$ cat src/rtl/lut_search.sv
// Period-count to switching-state lookup: sequential binary search over a descending
// corner table, optional coarse grid mapping and a consecutive-result confirm filter.
module lut_search #(
  parameter int unsigned NCLK_W        = 14,
  parameter int unsigned NUM_CORNERS   = 80,
  parameter int unsigned STATE_W       = 7,
  parameter int unsigned COARSE_OFFSET = 4,
  parameter int unsigned COARSE_SHIFT  = 3,
  parameter int unsigned CONFIRM       = 1
) (
  input  logic                           clk,
  input  logic                           rst_n,
  input  logic                           wr_en,
  input  logic [$clog2(NUM_CORNERS)-1:0] wr_addr,
  input  logic [NCLK_W-1:0]              wr_data,
  input  logic                           n_valid,
  input  logic [NCLK_W-1:0]              n_clk,
  input  logic                           coarse_en,
  output logic                           ready,
  output logic [STATE_W-1:0]             state,
  output logic                           state_valid,
  output logic                           state_changed
);

  localparam int unsigned ADDR_W   = $clog2(NUM_CORNERS);
  localparam int unsigned IDX_W    = $clog2(NUM_CORNERS + 1);
  localparam int unsigned NUM_ITER = IDX_W;
  localparam int unsigned ITER_W   = $clog2(NUM_ITER + 1);

  localparam logic [ADDR_W:0]    NUM_A     = (ADDR_W + 1)'(NUM_CORNERS);
  localparam logic [IDX_W-1:0]   NUM_I     = IDX_W'(NUM_CORNERS);
  localparam logic [STATE_W-1:0] NUM_S     = STATE_W'(NUM_CORNERS);
  localparam logic [STATE_W-1:0] OFF_S     = STATE_W'(COARSE_OFFSET);
  localparam logic [STATE_W-1:0] GRID_MASK = ~STATE_W'((1 << COARSE_SHIFT) - 1);
  localparam logic [3:0]         CONFIRM_C = 4'(CONFIRM);
  localparam logic [ITER_W-1:0]  LAST_ITER = ITER_W'(NUM_ITER - 1);

  typedef enum logic [1:0] {
    S_IDLE   = 2'd0,
    S_SEARCH = 2'd1,
    S_RESULT = 2'd2
  } fsm_e;

  fsm_e               fsm_q, fsm_d;
  logic [NCLK_W-1:0]  n_q, n_d;
  logic               coarse_q, coarse_d;
  logic [IDX_W-1:0]   lo_q, lo_d;
  logic [IDX_W-1:0]   hi_q, hi_d;
  logic [ITER_W-1:0]  iter_q, iter_d;
  logic [STATE_W-1:0] cand_q, cand_d;
  logic [3:0]         cnt_q, cnt_d;
  logic [STATE_W-1:0] state_q, state_d;
  logic               valid_q, valid_d;
  logic               changed_q, changed_d;
  logic               ready_q, ready_d;

  logic [NCLK_W-1:0]  corner_q [NUM_CORNERS];

  logic               wr_ok;
  logic [IDX_W-1:0]   mid;
  logic               mid_ok;
  logic [NCLK_W-1:0]  rd_data;
  logic               hit;
  logic [STATE_W-1:0] fine;
  logic [STATE_W-1:0] coarse_val;
  logic [STATE_W-1:0] mapped;

  assign wr_ok = wr_en && ({1'b0, wr_addr} < NUM_A);

  // Corner table; out-of-range addresses are dropped.
  always_ff @(posedge clk or negedge rst_n) begin
    if (!rst_n) begin
      corner_q <= '{default: '0};
    end else if (wr_ok) begin
      corner_q[wr_addr] <= wr_data;
    end
  end

  // Probe point of the search; mid only reaches NUM_CORNERS once the interval has collapsed.
  assign mid     = IDX_W'(({1'b0, lo_q} + {1'b0, hi_q}) >> 1);
  assign mid_ok  = (mid < NUM_I);
  assign rd_data = mid_ok ? corner_q[ADDR_W'(mid)] : '0;
  assign hit     = !mid_ok || (n_q > rd_data);

  assign fine       = NUM_S - STATE_W'(lo_q);
  assign coarse_val = (fine < OFF_S) ? OFF_S : (((fine - OFF_S) & GRID_MASK) + OFF_S);
  assign mapped     = coarse_q ? coarse_val : fine;

  always_ff @(posedge clk or negedge rst_n) begin
    if (!rst_n) begin
      fsm_q     <= S_IDLE;
      n_q       <= '0;
      coarse_q  <= 1'b0;
      lo_q      <= '0;
      hi_q      <= '0;
      iter_q    <= '0;
      cand_q    <= '0;
      cnt_q     <= '0;
      state_q   <= '0;
      valid_q   <= 1'b0;
      changed_q <= 1'b0;
      ready_q   <= 1'b1;
    end else begin
      fsm_q     <= fsm_d;
      n_q       <= n_d;
      coarse_q  <= coarse_d;
      lo_q      <= lo_d;
      hi_q      <= hi_d;
      iter_q    <= iter_d;
      cand_q    <= cand_d;
      cnt_q     <= cnt_d;
      state_q   <= state_d;
      valid_q   <= valid_d;
      changed_q <= changed_d;
      ready_q   <= ready_d;
    end
  end

  always_comb begin
    fsm_d     = fsm_q;
    n_d       = n_q;
    coarse_d  = coarse_q;
    lo_d      = lo_q;
    hi_d      = hi_q;
    iter_d    = iter_q;
    cand_d    = cand_q;
    cnt_d     = cnt_q;
    state_d   = state_q;
    valid_d   = 1'b0;
    changed_d = 1'b0;

    case (fsm_q)
      S_IDLE: begin
        if (n_valid) begin
          n_d      = n_clk;
          coarse_d = coarse_en;
          lo_d     = '0;
          hi_d     = NUM_I;
          iter_d   = '0;
          fsm_d    = S_SEARCH;
        end
      end
      S_SEARCH: begin
        // A table write invalidates the partial search; rerun on the latched sample.
        if (wr_ok) begin
          lo_d   = '0;
          hi_d   = NUM_I;
          iter_d = '0;
        end else begin
          if (lo_q < hi_q) begin
            if (hit) hi_d = mid;
            else     lo_d = mid + 1'b1;
          end
          iter_d = iter_q + 1'b1;
          if (iter_q == LAST_ITER) fsm_d = S_RESULT;
        end
      end
      S_RESULT: begin
        if (mapped == cand_q) begin
          cnt_d = (cnt_q >= CONFIRM_C) ? CONFIRM_C : cnt_q + 4'd1;
        end else begin
          cand_d = mapped;
          cnt_d  = 4'd1;
        end
        if ((cnt_d == CONFIRM_C) && (cand_d != state_q)) begin
          state_d   = cand_d;
          changed_d = 1'b1;
        end
        valid_d = 1'b1;
        fsm_d   = S_IDLE;
      end
      default: fsm_d = S_IDLE;
    endcase

    ready_d = (fsm_d == S_IDLE);
  end

  assign ready         = ready_q;
  assign state         = state_q;
  assign state_valid   = valid_q;
  assign state_changed = changed_q;

endmodule

$ cat config.mk
export PLATFORM = sky130hd
export DESIGN_NAME = lut_search
export DESIGN_NICKNAME = d
export VERILOG_FILES = /design/src/rtl/lut_search.sv
export SDC_FILE = /design/constraint.sdc
export NUM_CORES = 2
export LEC_CHECK = 0
export BUFFER_PORTS_ARGS = -buffer_cell sky130_fd_sc_hd__clkbuf_2
export CAP_MARGIN = 20
export CORE_ASPECT_RATIO = 0.7
export CORE_MARGIN = 4
export CORE_UTILIZATION = 58
export CTS_CLUSTER_DIAMETER = 50
export CTS_CLUSTER_SIZE = 24
export DETAILED_ROUTE_END_ITERATION = 10
export GPL_ROUTABILITY_DRIVEN = 0
export PLACE_DENSITY_LB_ADDON = 0.15
export SETUP_SLACK_MARGIN = 0.15
export SYNTH_ARGS = -nofsm -noshare
export SYNTH_HDL_FRONTEND = slang
export SYNTH_SLANG_ARGS = --single-unit
$ cat constraint.sdc
create_clock -name clk -period 5 [get_ports clk]
set_input_delay 1 -clock clk [delete_from_list [all_inputs] [get_ports clk]]
set_output_delay 1 -clock clk [all_outputs]
set_load 0.02 [all_outputs]
## After elaboration in Yosys (flattened, before gate mapping)

Cells that the tools add are included.

- Output and inout port bits: 10
- Flip-flop bits (word level): 1175
- Word-level logic and storage cells: 167

- Equal/unequal tests: 10
- Reductions and logical operators: 13
- Bitwise logic cells: 2
- $lt $le $gt $ge: 9
- Add/sub/neg operators: 7
- Mux-type cells: 34

Operators with widths:

| cell | number |
|---|---|
| $bwmux W1120 | 1 |
| $bmux W14 S7 | 1 |
| $demux W14 S7 | 1 |
| $mux W7 | 12 |
| $mux W14 | 4 |
| $pmux W7 S2 | 2 |
| $ge A8 B8 Y1 const B | 2 |
| $not A7 Y8 | 2 |
| $gt A14 B14 Y1 | 1 |
| $lt A7 B7 Y1 const B | 2 |
| $mux W4 | 3 |
| $ne A3 B3 Y1 const B | 3 |
| $add A7 B7 Y8 | 1 |
| $lt A8 B1 Y1 const B | 1 |
| $reduce_and A4 Y1 | 2 |
| $add A7 B1 Y7 const B | 1 |
| $add A7 B3 Y7 const B | 1 |
| $eq A7 B7 Y1 | 1 |
| $lt A7 B3 Y1 const B | 1 |
| $lt A7 B7 Y1 | 1 |
| $ne A7 B7 Y1 | 1 |
| $sub A7 B3 Y7 const B | 1 |
| $sub A7 B7 Y7 const A | 1 |
| $mux W2 | 3 |
| other kinds (18) | 26 |

## Logic depth before layout (Yosys ltp)

- Depth in word-level cells: 12
- Mapped depth: 27
- Gate-level depth less buffers: 22

## Least setup slack after synthesis

OpenSTA, ideal clock, no wires.

- Path kind: reg-to-reg
- Start point: register lo_q[0]
- End point: register lo_q[5]
- Arrival time: 4.996 ns
- Period minus slack after synthesis: 5.106 ns
- Slack: -0.106 ns
- Setup time: 0.110 ns
- Cell stages (with the launch flop): 25
- Cell sequence: dfrtp_1 > buf_6 > inv_1 > nor2_1 > fa_1 > buf_2 > buf_2 > buf_2 > clkbuf_1 > clkbuf_1 > a31oi_1 > o22ai_1 > nor3_1 > a22o_1 > o211ai_1 > ha_1 > a21o_1 > a21oi_1 > nor2b_1 > o31ai_1 > o211ai_1 > a22oi_1 > nor2_1 > clkbuf_1 > o41ai_1

- Cells in the longest elaborated chain, start to end: 10
- Elaborated cells between the ends (all ways): 19
- Classes of those cells: 2 x add/sub; 3 x order compare; 2 x eq/ne; 8 x mux; 1 x bitwise; 3 x reduce/logical

RTL lines:

| what | line | RTL |
|---|---|---|
| start, declared | 47 | `logic [IDX_W-1:0] lo_q, lo_d;` |
| start signal, assigned | 107 | `lo_q <= lo_d;` |
| $add A7 B7 Y8 | 80 | `assign mid = IDX_W'(({1'b0, lo_q} + {1'b0, hi_q}) >> 1);` |
| $not A7 Y8 (implied by the code) | 82 | `assign rd_data = mid_ok ? corner_q[ADDR_W'(mid)] : '0;` |
| $bmux W14 S7 | 82 |  |
| $mux W14 (implied by the code) (2 in series) | 82 |  |
| $mux W14 | 82 |  |
| $gt A14 B14 Y1 | 83 | `assign hit = !mid_ok \|\| (n_q > rd_data);` |
| $logic_or A1 B1 Y1 | 83 |  |
| $ne A3 B3 Y1 (no source line) | n/a |  |
| $reduce_and A4 Y1 (no source line) | n/a |  |

Several ways; a longest one is shown, not always the timed one. The select of a mux whose other input is x is not followed.
A chain may end at the register's enable or synchronous reset.

## Final worst setup path

- Start point: register hi_q[1]
- End point: register hi_q[1]

- Cells in the longest elaborated chain, start to end: 10
- Elaborated cells between the ends (all ways): 18
- Classes of those cells: 1 x add/sub; 3 x order compare; 2 x eq/ne; 8 x mux; 1 x bitwise; 3 x reduce/logical

RTL lines:

| what | line | RTL |
|---|---|---|
| start, declared | 48 | `logic [IDX_W-1:0] hi_q, hi_d;` |
| start signal, assigned | 108 | `hi_q <= hi_d;` |
| $add A7 B7 Y8 | 80 |  |
| $not A7 Y8 (implied by the code) | 82 |  |
| $bmux W14 S7 | 82 |  |
| $mux W14 (implied by the code) (2 in series) | 82 |  |
| $mux W14 | 82 |  |
| $gt A14 B14 Y1 | 83 |  |
| $logic_or A1 B1 Y1 | 83 |  |
| $ne A3 B3 Y1 (no source line) | n/a |  |
| $reduce_and A4 Y1 (no source line) | n/a |  |

Several ways; a longest one is shown, not always the timed one. The select of a mux whose other input is x is not followed.

==> flow_summary.yaml <==
die:
  die-height_um: 271
  num_io_pins: 50
  fp.coreArea_mm2: 0.0981
  initial_core_util_pct: 58.6
  die_area_mm2: 0.104
  die_w_um: 384
  row_count: 96
global_route:
  track_usage_pct: 34.9
  antenna_found_initial: 4
  grt_pass1_vias: 42900
  grt_max_degree: 126
  grt_overflow_total: 0
  grt_pass1_wl_mm: 277
clock_network:
  clock_sinks: 1175
  cts_tree: "built"
  numCtsBuffers: 100
  root_buffer: "clkbuf_16"
  h-tree-depth: 3
  cts_max_path_buffers: 3
  clk_pin_slew_worst_paths_ps: 80
  clk_latency_ps: 740
  hold_buffers: 0
timing:
  rsz0062_at_grt: "true"
  setup_viol: 14
  fin_worst_skew_ps: 31.6
  finalCritPeriodShare_pct: 107
  slew_headroom_pct: 21.1
  finalCriticalPeriod_ps: 5360
  max_freq_ghz: 0.187
  setup_ws_ps: -359
  hold_viol: 0
  finalMaxSlewViolations: 0
  worst_pin_slew_ps: 1180
placed_design:
  dpl.hpwl_mm: 120
  place_ws_ps: -1090
  place_inst: 6274
  place_area_mm2: 0.0627
  numPortBuffers: 49
hold_path:
  hp-class: "in -> async"
critical_path:
  arrival_ps: 6000
  worstPathMaxFanout: 8
  startpoint_type: "flip-flop"
  r2r_end: "hi_q[1]"
  critPathKind: "reg -> reg"
  worst_ep_required_time_ps: 5640
  r2r_setup_slack_ps: -360
  reg2reg_depth: 25
  cpMostUsedCell: "buf_6"
  critPathTopFamily: "buffers and inverters"
  path_buf_inv: 11
  slowest_stage: "fa_4"
  r2r_start: "hi_q[1]"
  critPathCaptureType: "flip-flop"
  slowest_delay_ps: 860
power:
  vdd_drop_max_mv: 0.775
  p_leak_nw: 31.8
  power_mw: 50.8
  power_density_mw_per_mm2: 746
logic_synthesis:
  ys_types: 81
  ys_warn_count: 0
  synth_edf_count: 0
  yosysMostFrequentCell: "dfrtp_1"
  synth_top_cell_by_area: "dfrtp_1"
  netlist.area_leader.share_pct: 51.1
  yosys_most_used_dff: "dfrtp_1"
  syn_nets: 4881
  synthTopCellsByArea: "dfrtp_1 (51%), mux2_2 (22%), mux4_2 (3.4%), nand2_1 (2.7%), clkbuf_1 (2.3%)"
  async_flop_share_pct: 100
  ys_ff_latch: 1175
  syn_area_mm2: 0.0575
  postSynthAreaPerCell_um2: 12.0
  syn_inst: 4806
  synth_commonest_cells: "dfrtp_1 (1174), mux2_2 (1132), nand2_1 (407)"
  yosysSeqAreaShare_pct: 51.2
outcome:
  violations: "setup timing"
  run_status: "complete, but fails checks"
final_layout:
  drive_gt1_share_pct: 42.6
  fin_nets: 5178
  syn2layout_area_growth_pct: 18.5
  final_area_mm2: 0.0681
  final_cell_count_no_fill: 6518
drt:
  vias: 43500
  routed_wl_mm: 182
  viasPerCell: 6.67
  drcViolationCount: 0
  wire_per_inst_um: 27.9
  drtIter0Drc: 4855
  drtPass1Iterations: 6
  ant_nets: 0
run:
  cap_viol_max_count: 0
[cell type report]
type / count / area (um2)
inverter: 37 / 154
sequential: 1175 / 29400
fill: 7013 / 30000
timing repair buffer: 625 / 5940
clock inverter: 88 / 1100
clock buffer: 102 / 2530
tap: 1323 / 1660
antenna: 4 / 10.0
multi-input combinational: 3164 / 27300
[layout by cell type (no fill, tap or decap), drive strengths merged, types with 16 or more instances in the layout]
cell / instances
a311oi: 38
inv: 80
o211ai: 22
nor4: 23
ha: 34
clkinv: 31
nand3: 125
mux4: 88
dfrtp: 1174
and3: 75
o21ai: 120
a41oi: 20
a22oi: 16
a31oi: 71
a21oi: 111
nor3: 87
nor2b: 21
buf: 586
mux2i: 75
nor2: 232
o22ai: 70
o221ai: 43
o32ai: 19
mux2: 1136
a211oi: 87
a32oi: 20
nand2: 408
clkbuf: 137
or3: 47
[logic make-up (layout without fill, tap and decap cells)]
family | count (synthesis) | count (layout) | share of synthesized area, %
AOI/OAI and AO/OA | 734 | 734 | 8.92
xor gates and xnor gates | 20 | 20 | 0.318
other | 0 | 4 | 0
DFF | 1175 | 1175 | 51.2
adders and majority gates | 35 | 35 | 0.775
muxes | 1299 | 1299 | 27.0
and+or+nand+nor | 1076 | 1076 | 8.58
buffers and inverters | 467 | 852 | 3.19
[worst max path at each step]
stage / cells past startpoint / endpoint / start
detailed placement: 22 / lo_q[6] / lo_q[1]
CTS: 25 / hi_q[3] / lo_q[1]
floorplan: 23 / lo_q[5] / lo_q[0]
global placement: 21 / lo_q[5] / lo_q[1]
global route: 28 / hi_q[1] / hi_q[1]
finish: 25 / hi_q[1] / hi_q[1]
[flip-flops by register name (all words and copies together), names as in the netlist, 2 cells and up]
signal	flops
corner_q	1120
n_q	14
cand_q	7
hi_q	7
lo_q	7
state	7
cnt_q	4
iter_q	3
fsm_q	2
[per-stage QoR]
step	util (%)	hold slack [ps]	TNS (ps)
3_5_place_dp	63.9	473	-13520
4_1_cts	68.6	347	-1200
2_1_floorplan	-	451	0
6_report	69.4	265	-3700
3_3_place_gp	63.9	471	-12010
5_1_grt	69.4	320	-5770
[repair_timing]
item | in CTS | in global routing
pin swaps | 23 | 38
cloned | 8 | 1
resized for setup | 122 | 104
setup endpoints to repair | 14 | 14
setup buffers | 21 | 18
[where the power goes]
group,switching [mW],total [mW],internal [mW]
Clock,4.37,8.52,4.15
Sequential,0.492,10.7,10.2
Combinational,18.3,31.6,13.3
[routing by layer]
| layer | wire [um] | GRT usage, % | share of wire (%) |
|---|---|---|---|
| met3 | 20900 | 10.3 | 12 |
| met5 | 1 | 0 | 0.00055 |
| met1 | 78000 | 52.3 | 43 |
| met4 | 6970 | 11.7 | 3.8 |
| met2 | 75900 | 48.7 | 42 |
Note: power is estimated with default switching activity, not from simulation.
